### src/rtl/rect_plot_scheduler_if.sv
// rtl/rect_plot_scheduler_if.sv - requester and pixel-port bundle for rect_plot_scheduler
interface rect_plot_scheduler_if;
  logic [2:0]  req;
  logic [23:0] rect_x;
  logic [20:0] rect_y;
  logic [14:0] rect_w;
  logic [11:0] rect_h;
  logic [8:0]  rect_colour;
  logic [2:0]  grant;
  logic [2:0]  done;
  logic [7:0]  x;
  logic [6:0]  y;
  logic [2:0]  colour;
  logic        plot;

  modport master (
    output req, rect_x, rect_y, rect_w, rect_h, rect_colour,
    input  grant, done, x, y, colour, plot
  );

  modport slave (
    input  req, rect_x, rect_y, rect_w, rect_h, rect_colour,
    output grant, done, x, y, colour, plot
  );
endinterface

### src/rtl/rect_plot_scheduler.sv
// rtl/rect_plot_scheduler.sv - round-robin arbiter that rasterises one requester's rectangle at a time
module rect_plot_scheduler #(
  parameter int SCREEN_W = 160,
  parameter int SCREEN_H = 120
) (
  input  logic                 clk,
  input  logic                 resetn,
  rect_plot_scheduler_if.slave bus,
  output logic                 busy
);

  typedef enum logic [1:0] {IDLE, GRANT, DRAW, DONE} state_t;

  state_t      state_q;
  logic [2:0]  grant_q;
  logic [2:0]  done_q;
  logic [2:0]  hold_q;
  logic [1:0]  last_q;
  logic [7:0]  base_x_q;
  logic [6:0]  base_y_q;
  logic [4:0]  w_q;
  logic [3:0]  h_q;
  logic [2:0]  colour_q;
  logic [4:0]  col_q;
  logic [3:0]  row_q;
  logic [7:0]  x_q;
  logic [6:0]  y_q;
  logic [2:0]  pix_colour_q;
  logic        plot_q;
  logic        busy_q;

  logic [2:0]  elig;
  logic        win_valid;
  logic [1:0]  win_idx;
  logic [1:0]  cand1, cand2, cand3;
  logic [7:0]  sel_x;
  logic [6:0]  sel_y;
  logic [4:0]  sel_w;
  logic [3:0]  sel_h;
  logic [2:0]  sel_colour;
  logic        at_row_end;
  logic        last_pix;
  logic [4:0]  nxt_col_d;
  logic [3:0]  nxt_row_d;
  logic [8:0]  sum_x_d;
  logic [7:0]  sum_y_d;
  logic        on_screen_d;

  function automatic logic [1:0] inc3(input logic [1:0] v);
    return (v == 2'd2) ? 2'd0 : v + 2'd1;
  endfunction

  function automatic logic [2:0] onehot(input logic [1:0] i);
    return 3'b001 << i;
  endfunction

  // A requester that just finished stays masked until it lowers req once.
  assign elig = bus.req & ~hold_q;

  always_comb begin
    cand1     = inc3(last_q);
    cand2     = inc3(cand1);
    cand3     = inc3(cand2);
    win_valid = |elig;
    win_idx   = cand3;
    if (elig[cand1]) begin
      win_idx = cand1;
    end else if (elig[cand2]) begin
      win_idx = cand2;
    end
  end

  always_comb begin
    sel_x      = bus.rect_x[7:0];
    sel_y      = bus.rect_y[6:0];
    sel_w      = bus.rect_w[4:0];
    sel_h      = bus.rect_h[3:0];
    sel_colour = bus.rect_colour[2:0];
    case (win_idx)
      2'd1: begin
        sel_x      = bus.rect_x[15:8];
        sel_y      = bus.rect_y[13:7];
        sel_w      = bus.rect_w[9:5];
        sel_h      = bus.rect_h[7:4];
        sel_colour = bus.rect_colour[5:3];
      end
      2'd2: begin
        sel_x      = bus.rect_x[23:16];
        sel_y      = bus.rect_y[20:14];
        sel_w      = bus.rect_w[14:10];
        sel_h      = bus.rect_h[11:8];
        sel_colour = bus.rect_colour[8:6];
      end
      default: ;
    endcase
  end

  // Next pixel to present: (0,0) when leaving GRANT, raster successor inside DRAW.
  always_comb begin
    at_row_end = (col_q == w_q - 5'd1);
    last_pix   = at_row_end && (row_q == h_q - 4'd1);
    nxt_col_d  = 5'd0;
    nxt_row_d  = 4'd0;
    if (state_q == DRAW) begin
      if (at_row_end) begin
        nxt_row_d = row_q + 4'd1;
      end else begin
        nxt_col_d = col_q + 5'd1;
        nxt_row_d = row_q;
      end
    end
    sum_x_d     = {1'b0, base_x_q} + {4'd0, nxt_col_d};
    sum_y_d     = {1'b0, base_y_q} + {4'd0, nxt_row_d};
    on_screen_d = ({23'd0, sum_x_d} < 32'(SCREEN_W)) && ({24'd0, sum_y_d} < 32'(SCREEN_H));
  end

  always_ff @(posedge clk or negedge resetn) begin
    if (!resetn) begin
      state_q      <= IDLE;
      grant_q      <= 3'd0;
      done_q       <= 3'd0;
      hold_q       <= 3'd0;
      last_q       <= 2'd2;
      base_x_q     <= 8'd0;
      base_y_q     <= 7'd0;
      w_q          <= 5'd0;
      h_q          <= 4'd0;
      colour_q     <= 3'd0;
      col_q        <= 5'd0;
      row_q        <= 4'd0;
      x_q          <= 8'd0;
      y_q          <= 7'd0;
      pix_colour_q <= 3'd0;
      plot_q       <= 1'b0;
      busy_q       <= 1'b0;
    end else begin
      done_q <= 3'd0;
      plot_q <= 1'b0;
      hold_q <= hold_q & bus.req;
      case (state_q)
        IDLE: begin
          if (win_valid) begin
            state_q  <= GRANT;
            busy_q   <= 1'b1;
            grant_q  <= onehot(win_idx);
            last_q   <= win_idx;
            base_x_q <= sel_x;
            base_y_q <= sel_y;
            w_q      <= sel_w;
            h_q      <= sel_h;
            colour_q <= sel_colour;
          end
        end
        GRANT: begin
          if (w_q == 5'd0 || h_q == 4'd0) begin
            state_q <= DONE;
            grant_q <= 3'd0;
            done_q  <= onehot(last_q);
          end else begin
            state_q      <= DRAW;
            col_q        <= nxt_col_d;
            row_q        <= nxt_row_d;
            x_q          <= sum_x_d[7:0];
            y_q          <= sum_y_d[6:0];
            pix_colour_q <= colour_q;
            plot_q       <= on_screen_d;
          end
        end
        DRAW: begin
          if (last_pix) begin
            state_q <= DONE;
            grant_q <= 3'd0;
            done_q  <= onehot(last_q);
          end else begin
            col_q        <= nxt_col_d;
            row_q        <= nxt_row_d;
            x_q          <= sum_x_d[7:0];
            y_q          <= sum_y_d[6:0];
            pix_colour_q <= colour_q;
            plot_q       <= on_screen_d;
          end
        end
        DONE: begin
          state_q <= IDLE;
          busy_q  <= 1'b0;
          hold_q  <= onehot(last_q);
        end
        default: state_q <= IDLE;
      endcase
    end
  end

  assign bus.grant  = grant_q;
  assign bus.done   = done_q;
  assign bus.x      = x_q;
  assign bus.y      = y_q;
  assign bus.colour = pix_colour_q;
  assign bus.plot   = plot_q;
  assign busy       = busy_q;

endmodule

### src/flat_wrapper.sv
// flat-port wrapper written by rule: the top's interface ports become plain ports
module rect_plot_scheduler_flat 
#(
  parameter int SCREEN_W = 160,
  parameter int SCREEN_H = 120
)
  (clk, resetn, busy, bus_req, bus_rect_x, bus_rect_y, bus_rect_w, bus_rect_h, bus_rect_colour, bus_grant, bus_done, bus_x, bus_y, bus_colour, bus_plot);
  rect_plot_scheduler_if bus_i ();
  input  logic clk;
  input  logic resetn;
  output logic busy;
  input wire logic [$bits(bus_i.req)-1:0] bus_req;
  input wire logic [$bits(bus_i.rect_x)-1:0] bus_rect_x;
  input wire logic [$bits(bus_i.rect_y)-1:0] bus_rect_y;
  input wire logic [$bits(bus_i.rect_w)-1:0] bus_rect_w;
  input wire logic [$bits(bus_i.rect_h)-1:0] bus_rect_h;
  input wire logic [$bits(bus_i.rect_colour)-1:0] bus_rect_colour;
  output wire logic [$bits(bus_i.grant)-1:0] bus_grant;
  output wire logic [$bits(bus_i.done)-1:0] bus_done;
  output wire logic [$bits(bus_i.x)-1:0] bus_x;
  output wire logic [$bits(bus_i.y)-1:0] bus_y;
  output wire logic [$bits(bus_i.colour)-1:0] bus_colour;
  output wire logic [$bits(bus_i.plot)-1:0] bus_plot;
  assign bus_i.req = bus_req;
  assign bus_i.rect_x = bus_rect_x;
  assign bus_i.rect_y = bus_rect_y;
  assign bus_i.rect_w = bus_rect_w;
  assign bus_i.rect_h = bus_rect_h;
  assign bus_i.rect_colour = bus_rect_colour;
  assign bus_grant = bus_i.grant;
  assign bus_done = bus_i.done;
  assign bus_x = bus_i.x;
  assign bus_y = bus_i.y;
  assign bus_colour = bus_i.colour;
  assign bus_plot = bus_i.plot;
  rect_plot_scheduler #(.SCREEN_W(SCREEN_W), .SCREEN_H(SCREEN_H)) u_core (.clk(clk), .resetn(resetn), .bus(bus_i), .busy(busy));
endmodule
### config.mk
export PLATFORM = sky130hd
export DESIGN_NAME = rect_plot_scheduler_flat
export DESIGN_NICKNAME = d
export VERILOG_FILES = /design/src/rtl/rect_plot_scheduler_if.sv /design/src/rtl/rect_plot_scheduler.sv /design/src/flat_wrapper.sv
export SDC_FILE = /design/constraint.sdc
export NUM_CORES = 1
export LEC_CHECK = 0
export ABC_AREA = 1
export CAP_MARGIN = 40
export CORE_AREA = 2 2 97 99
export CTS_BUF_LIST = sky130_fd_sc_hd__clkbuf_8
export DETAILED_ROUTE_END_ITERATION = 12
export DIE_AREA = 0 0 99 101
export GPL_ROUTABILITY_DRIVEN = 0
export PLACE_DENSITY = 0.8
export REMOVE_ABC_BUFFERS = 1
export SLEW_MARGIN = 40
export SYNTH_ARGS = -nofsm -noshare
export SYNTH_HDL_FRONTEND = slang
export SYNTH_SLANG_ARGS = --single-unit
### constraint.sdc
create_clock -name clk -period 4 [get_ports clk]
set_input_delay 0.4 -clock clk [delete_from_list [all_inputs] [get_ports clk]]
set_output_delay 0.4 -clock clk [all_outputs]
set_load 0.01 [all_outputs]
After elaboration in Yosys (flattened, before gate mapping)

Index checks and enable logic that the tools add are counted.

Muxes and demuxes: 50
Bitwise gates (word level): 3
Add/sub/neg operators: 9
Shifts and indexed selects: 2
$lt $le $gt $ge: 4
Equality and inequality tests: 15
Reductions and logical operators: 15

Operators with widths:

| operator                                                             | count |
|---|---|
| 8-bit case mux with 2 select lines                                   | 2 |
| 7-bit case mux with 2 select lines                                   | 2 |
| 3-bit 2-to-1 mux                                                     | 8 |
| 5-bit 2-to-1 mux                                                     | 4 |
| 5-bit case mux with 2 select lines                                   | 2 |
| 3-bit case mux with 2 select lines                                   | 3 |
| 4-bit 2-to-1 mux                                                     | 4 |
| 8-bit 2-to-1 mux                                                     | 2 |
| 4-bit case mux with 2 select lines                                   | 2 |
| 2-bit 2-to-1 mux                                                     | 7 |
| 7-bit 2-to-1 mux                                                     | 2 |
| 2-bit equality test, second input constant                           | 6 |
| 8-bit by 5-bit adder with 9-bit output                               | 1 |
| 9-bit by 8-bit < comparator with 1-bit output, second input constant | 1 |
| 3-bit case mux with 3 select lines                                   | 1 |
| 7-bit by 4-bit adder with 8-bit output                               | 1 |
| 8-bit by 7-bit < comparator with 1-bit output, second input constant | 1 |
| 2-bit case mux with 4 select lines                                   | 1 |
| 2-bit by 1-bit adder with 2-bit output, second input constant        | 3 |
| 3-bit AND                                                            | 2 |
| 2-bit by 3-bit < comparator with 1-bit output, second input constant | 2 |
| 1-bit 2-to-1 mux                                                     | 6 |
| 2-bit by 1-bit != test with 1-bit output, second input constant      | 3 |
| 2-bit AND reduction                                                  | 3 |
| other kinds (22)                                                     | 29 |

Output and inout bits: 26
Register bits after elaboration: 69
Input port bits: 86
Word-level logic and storage cells: 115

Longest topological paths before layout

Depth in word-level cells: 11
Gate-level depth with buffers: 25
Mapped depth without buffers: 25

Least setup slack after synthesis

No wires, ideal clock.

Path type: reg-to-reg
Start: register u_core.w_q[0]
End: register u_core.plot_q, in the netlist u_core.bus.plot
Required time: 3.929 ns
Arrival: 2.791 ns
Clock period less this slack: 2.862 ns
Buffers on the path: 0
Cell stages (with the launch flop): 25
Setup slack: 1.138 ns
Library setup time: 0.071 ns
Path through: dfrtp_1 inv_2 ha_1 nand2_1 nand2_1 nand2_1 nand2_1 nand2_2 inv_1 nor2_2 nor2_1 nand2_1 inv_1 ha_1 inv_1 fa_1 o21ai_0 nand2_1 nand2_1 nand3_1 nand2_1 nand2_1 nand2_1 nand2_1 nor2_1

Cells in the longest elaborated chain, start to end: 9
Elaborated cells between the ends (all ways): 17
Those cells by class: add/sub: 3; order compare: 2; eq/ne: 1; mux: 7; reduce/logical: 4

Ends and longest elaborated chain:

| element                                           | RTL line                                               | source |
|---|---|---|
| start: declaration                                | rect_plot_scheduler.sv:21                              | `logic [4:0] w_q;` |
| start signal: assignment                          | rect_plot_scheduler.sv:149                             | `w_q <= sel_w;` |
| 5-bit by 1-bit subtractor with 5-bit output (*)   | rect_plot_scheduler.sv:100                             | `at_row_end = (col_q == w_q - 5'd1);` |
| 5-bit equality test (*)                           | rect_plot_scheduler.sv:100                             |  |
| 5-bit 2-to-1 mux (*)                              | rect_plot_scheduler.sv:105                             | `if (at_row_end) begin` |
| 5-bit 2-to-1 mux (*)                              | rect_plot_scheduler.sv:104                             | `if (state_q == DRAW) begin` |
| named net u_core.nxt_col_d[0]                     | rect_plot_scheduler.sv:43                              | `logic [4:0] nxt_col_d;` |
| 8-bit by 5-bit adder with 9-bit output (*)        | rect_plot_scheduler.sv:112                             | `sum_x_d = {1'b0, base_x_q} + {4'd0, nxt_col_d};` |
| 9-bit by 8-bit < comparator with 1-bit output (*) | rect_plot_scheduler.sv:114                             | `on_screen_d = ({23'd0, sum_x_d} < 32'(SCREEN_W)) && ({24'd0, sum_y_d} < 32'(SCREEN_H));` |
| 1-bit logical AND (*)                             | rect_plot_scheduler.sv:114                             |  |
| 1-bit 2-to-1 mux (on tied branches)               | rect_plot_scheduler.sv:170, rect_plot_scheduler.sv:155 |  |
| 1-bit case mux with 2 select lines (*)            | rect_plot_scheduler.sv:140                             | `case (state_q)` |
| end signal: assignment                            | rect_plot_scheduler.sv:166                             | `plot_q <= on_screen_d;` |
| end signal: assignment                            | rect_plot_scheduler.sv:180                             | `plot_q <= on_screen_d;` |
| end: declaration                                  | rect_plot_scheduler.sv:29                              | `logic plot_q;` |

Mark *: on every way through the listed nets, which the timed path passes. The rest lies on a longest branch.
A chain may end at the register's enable or synchronous reset.

Worst setup path after layout

Ends and elaborated chain as after synthesis.

==> metrics.md <==
| Metric | Value |
|---|---|
| Final ANT Viol Nets | `0` |
| Wire length per cell | `13.6 um` |
| Largest net degree at the start of global routing | `55` |
| Max Slew Vio Count | `0` |
| Tightest Hold Check Type | `in -> async` |
| # nets final | `~820` |
| # resized after CTS | `0` |
| Hpwl dp | `between 8000 and 9000 um` |
| Dpl cell area | `5570 um2` |
| Unrepaired setup endpoints after global routing | `false` |
| Period minus WS final | `between 3000 and 4000 ps` |
| Post-synth ARST share | `1.00` |
| Number of synthesized flops with an enable pin | `0` |
| Fin util | `0.644` |
| Crit Path Class | `reg -> reg` |
| Hold-fix buffers, CTS | `0` |
| Met1 GRT Util | `0.276` |
| Period Utilization, post-route | `0.850` |
| Worst-margin pin slew | `a little under 700 ps` |
| Final Setup Violations | `0` |
| R2R Setup Slk | `600 ps` |
| Die height | `101 um` |
| Crit-path most repeated cell | `nand2_1` |
| Max clock buf depth | `2` |
| Seq/Total Area, Yosys | `0.396` |
| Skew-Pair Late Insertion Delay | `360 ps` |
| Via count | `4228` |
| Fin Setup TNS | `0 ps` |
| Share of the synthesized area in the top cell type | `0.390` |
| Synth area leader | `dfrtp_1` |
| Highest-delay cell along the critical path | `dfrtp_1` |
| Worst Skew | `10.6 ps` |
| Synthesized flop and latch total | `69` |
| Row count | `35` |
| Layout cells sized above 1 | `0.0520` |
| First-pass GRT wire length | `18800 um` |
| Relative slew slack | `0.543` |
| Initial drt markers | `234` |
| Top FF cell, synth | `dfrtp_1` |
| Grt peak-use layer | `met2` |
| Pleak | `0.00275 uW` |
| Overall Global Routing Usage | `0.233` |
| Post-CTS Setup Repair Bufs | `0` |
| Port-buffer cells | `~110` |
| Most common cell in the netlist | `nand2_1` |
| Min Hold Slack | `-31.4 ps` |
| Crit path DAT | `around 3700 ps` |
| Core Region | `8980 um2` |
| Sinks on Clock Net | `69` |
| Num CTS Buffers | `9` |
| Pwr/cell area | `808 nW/um2` |
| Post-synthesis cell count | `600` |
| DRC errors left | `0` |
| Die ar. | `between 9000 and 10000 um2` |
| Peak VDD IR | `0.418 mV` |
| Worst Path Max Fanout | `6` |
| Post-synth top cells | `183 x nand2_1, 72 x inv_1, 68 x dfrtp_1` |
| Reg2reg end | `u_core.bus.plot` |
| Reg clk slew, reported paths | `80 ps` |
| Status | `finished with violations` |
| Cell variety after synth | `30` |
| Critical path launch point type | `flop` |
| Crit-path cells | `inv_2 -> ha_1 -> nand2_1 -> nand2_1 -> nand2_1 -> nand2_1 -> nand2_2 -> inv_1 -> nor2_2 -> nor2_1 -> nand2_1 -> inv_1 -> ha_1 -> inv_1 -> fa_1 -> o21ai_0 -> nand2_1 -> nand2_1 -> nand3_1 -> nand2_1 -> nand2_1 -> nand2_1 -> nand2_1 -> nor2_1` |
| Max frequency | `between 200 and 300 MHz` |
| Synth area leaders | `dfrtp_1 39%, nand2_1 16%, o21ai_0 7.5%` |
| Antenna violations before repair | `0` |
| Mapped Area | `4360 um2` |
| Reg2Reg Depth | `24` |
| Area Growth Syn to Fin | `32.5%` |
| RR Startpoint | `u_core.w_q[0]` |
| Filler cell count | `753` |
| Violated checks | `hold timing` |
| Vias per Instance | `5.14` |
| Post-Layout Inst Area | `about 5800 um2` |
| Synth Area per Inst | `just over 7 um2` |
| Max_cap viols | `0` |
| I/O pins | `112` |
| Required @ worst endpoint | `4290 ps` |
| CTS Root Cell | `clkbuf_8` |
| Die span in x | `a little under 100 um` |
| H-tree depth | `3` |
| Vias in the first global route | `4228` |
| Met2 Use GR | `0.406` |
| Initial Util | `0.486` |
| Global route overflow | `0` |
| Largest stage delay, worst path | `410 ps` |
| Worst setup EP type | `flop` |
| DRT Wirelength | `11200 um` |
| CTS tree | `built` |
| Warnings from Yosys | `0` |
| Final Hold Vio Count | `32` |
| DR pass1 iterations | `4` |
| Met3 Resource Use GR | `0.0541` |
| Diodes inserted | `0` |
cell families after synthesis:
group / count (synthesis) / share of synthesized area
AOI/OAI and AO/OA: 98 / 0.126
xor gates and xnor gates: 13 / 0.0261
buffers and inverters: 96 / 0.0889
adders and majority gates: 24 / 0.0723
and+or+nand+nor: 300 / 0.290
DFF: 69 / 0.396
worst max-delay path, delay by kind of cell, from the launching register on:
kind / cells / cell delay, ps
adders and majority gates: 3 / 820
AOI/OAI and AO/OA: 1 / 320
and+or+nand+nor: 16 / 1490
buffers and inverters: 4 / 300
DFF: 1 / 410
per-layer routing:
layer	vias to the layer above	routed length (um)
met5	-	0
met4	0	272
met3	26	728
met2	131	5420
met1	1929	4800
li1	2142	-
power breakdown:
group	switching, uW	internal, uW	total, uW
combinational	1760	1120	2880
sequential	203	1000	1210
clock	292	290	581
sequential cells by signal (all words and copies together) (netlist names), 3 cells and up:
| signal | flops |
|---|---|
| u_core.bus.grant | 3 |
| u_core.bus.colour | 3 |
| u_core.colour_q | 3 |
| u_core.base_x_q | 8 |
| u_core.w_q | 5 |
| u_core.bus.y | 7 |
| u_core.col_q | 5 |
| u_core.row_q | 4 |
| u_core.h_q | 4 |
| u_core.bus.x | 8 |
| u_core.bus.done | 3 |
| u_core.hold_q | 3 |
| u_core.base_y_q | 7 |
worst max-delay path by stage:
stage                             start  slack, ps         endpoint  depth (start not counted)
final                     u_core.w_q[0]        600  u_core.bus.plot                         24
after global routing      u_core.w_q[0]        270  u_core.bus.plot                         24
after CTS                 u_core.w_q[0]        620  u_core.bus.plot                         24
after detailed placement  u_core.w_q[0]        700  u_core.bus.plot                         24
after global placement    u_core.w_q[0]        940  u_core.bus.plot                         24
after floorplan           u_core.w_q[0]       1140  u_core.bus.plot                         24
cell usage in the layout (no fill, tap or decap), types with 3 or more instances in the layout:
master / synthesis / routed
xnor2_1: 5 / 5
o211ai_1: 20 / 20
a21oi_1: 9 / 9
inv_1: 72 / 72
nor3_1: 3 / 3
o21ai_0: 65 / 65
buf_4: 0 / 7
nand4_1: 5 / 5
ha_1: 22 / 21
nor2_1: 40 / 40
xor2_1: 8 / 8
dfrtp_1: 68 / 68
clkdlybuf4s50_1: 0 / 110
nand2_1: 183 / 183
nand3_1: 59 / 59
clkbuf_8: 0 / 9
nand3_2: 3 / 3
stage by stage:
stage          total power, uW  cells  hold WS, ps  setup WS [ps]
4_1_cts                   4660    822          119            621
5_1_grt                   5130    822         5.06            272
6_report                  4670    822        -31.4            599
3_3_place_gp              3860    805          467            937
2_1_floorplan             3050    577          104           1140
3_5_place_dp              4070    806          464            698
layout make-up:
| class | count | area (um2) | share of cell area |
|---|---|---|---|
| multi-input combinational | 435 | 2260 | 0.391 |
| sequential | 69 | 1730 | 0.299 |
| timing repair buffer | 118 | 1180 | 0.204 |
| inverter | 73 | 274 | 0.0474 |
| tap | 111 | 139 | 0.0240 |
| clock buffer | 9 | 124 | 0.0214 |
| clock inverter | 7 | 73.8 | 0.0128 |
Note: power is estimated with default switching activity, not from simulation.
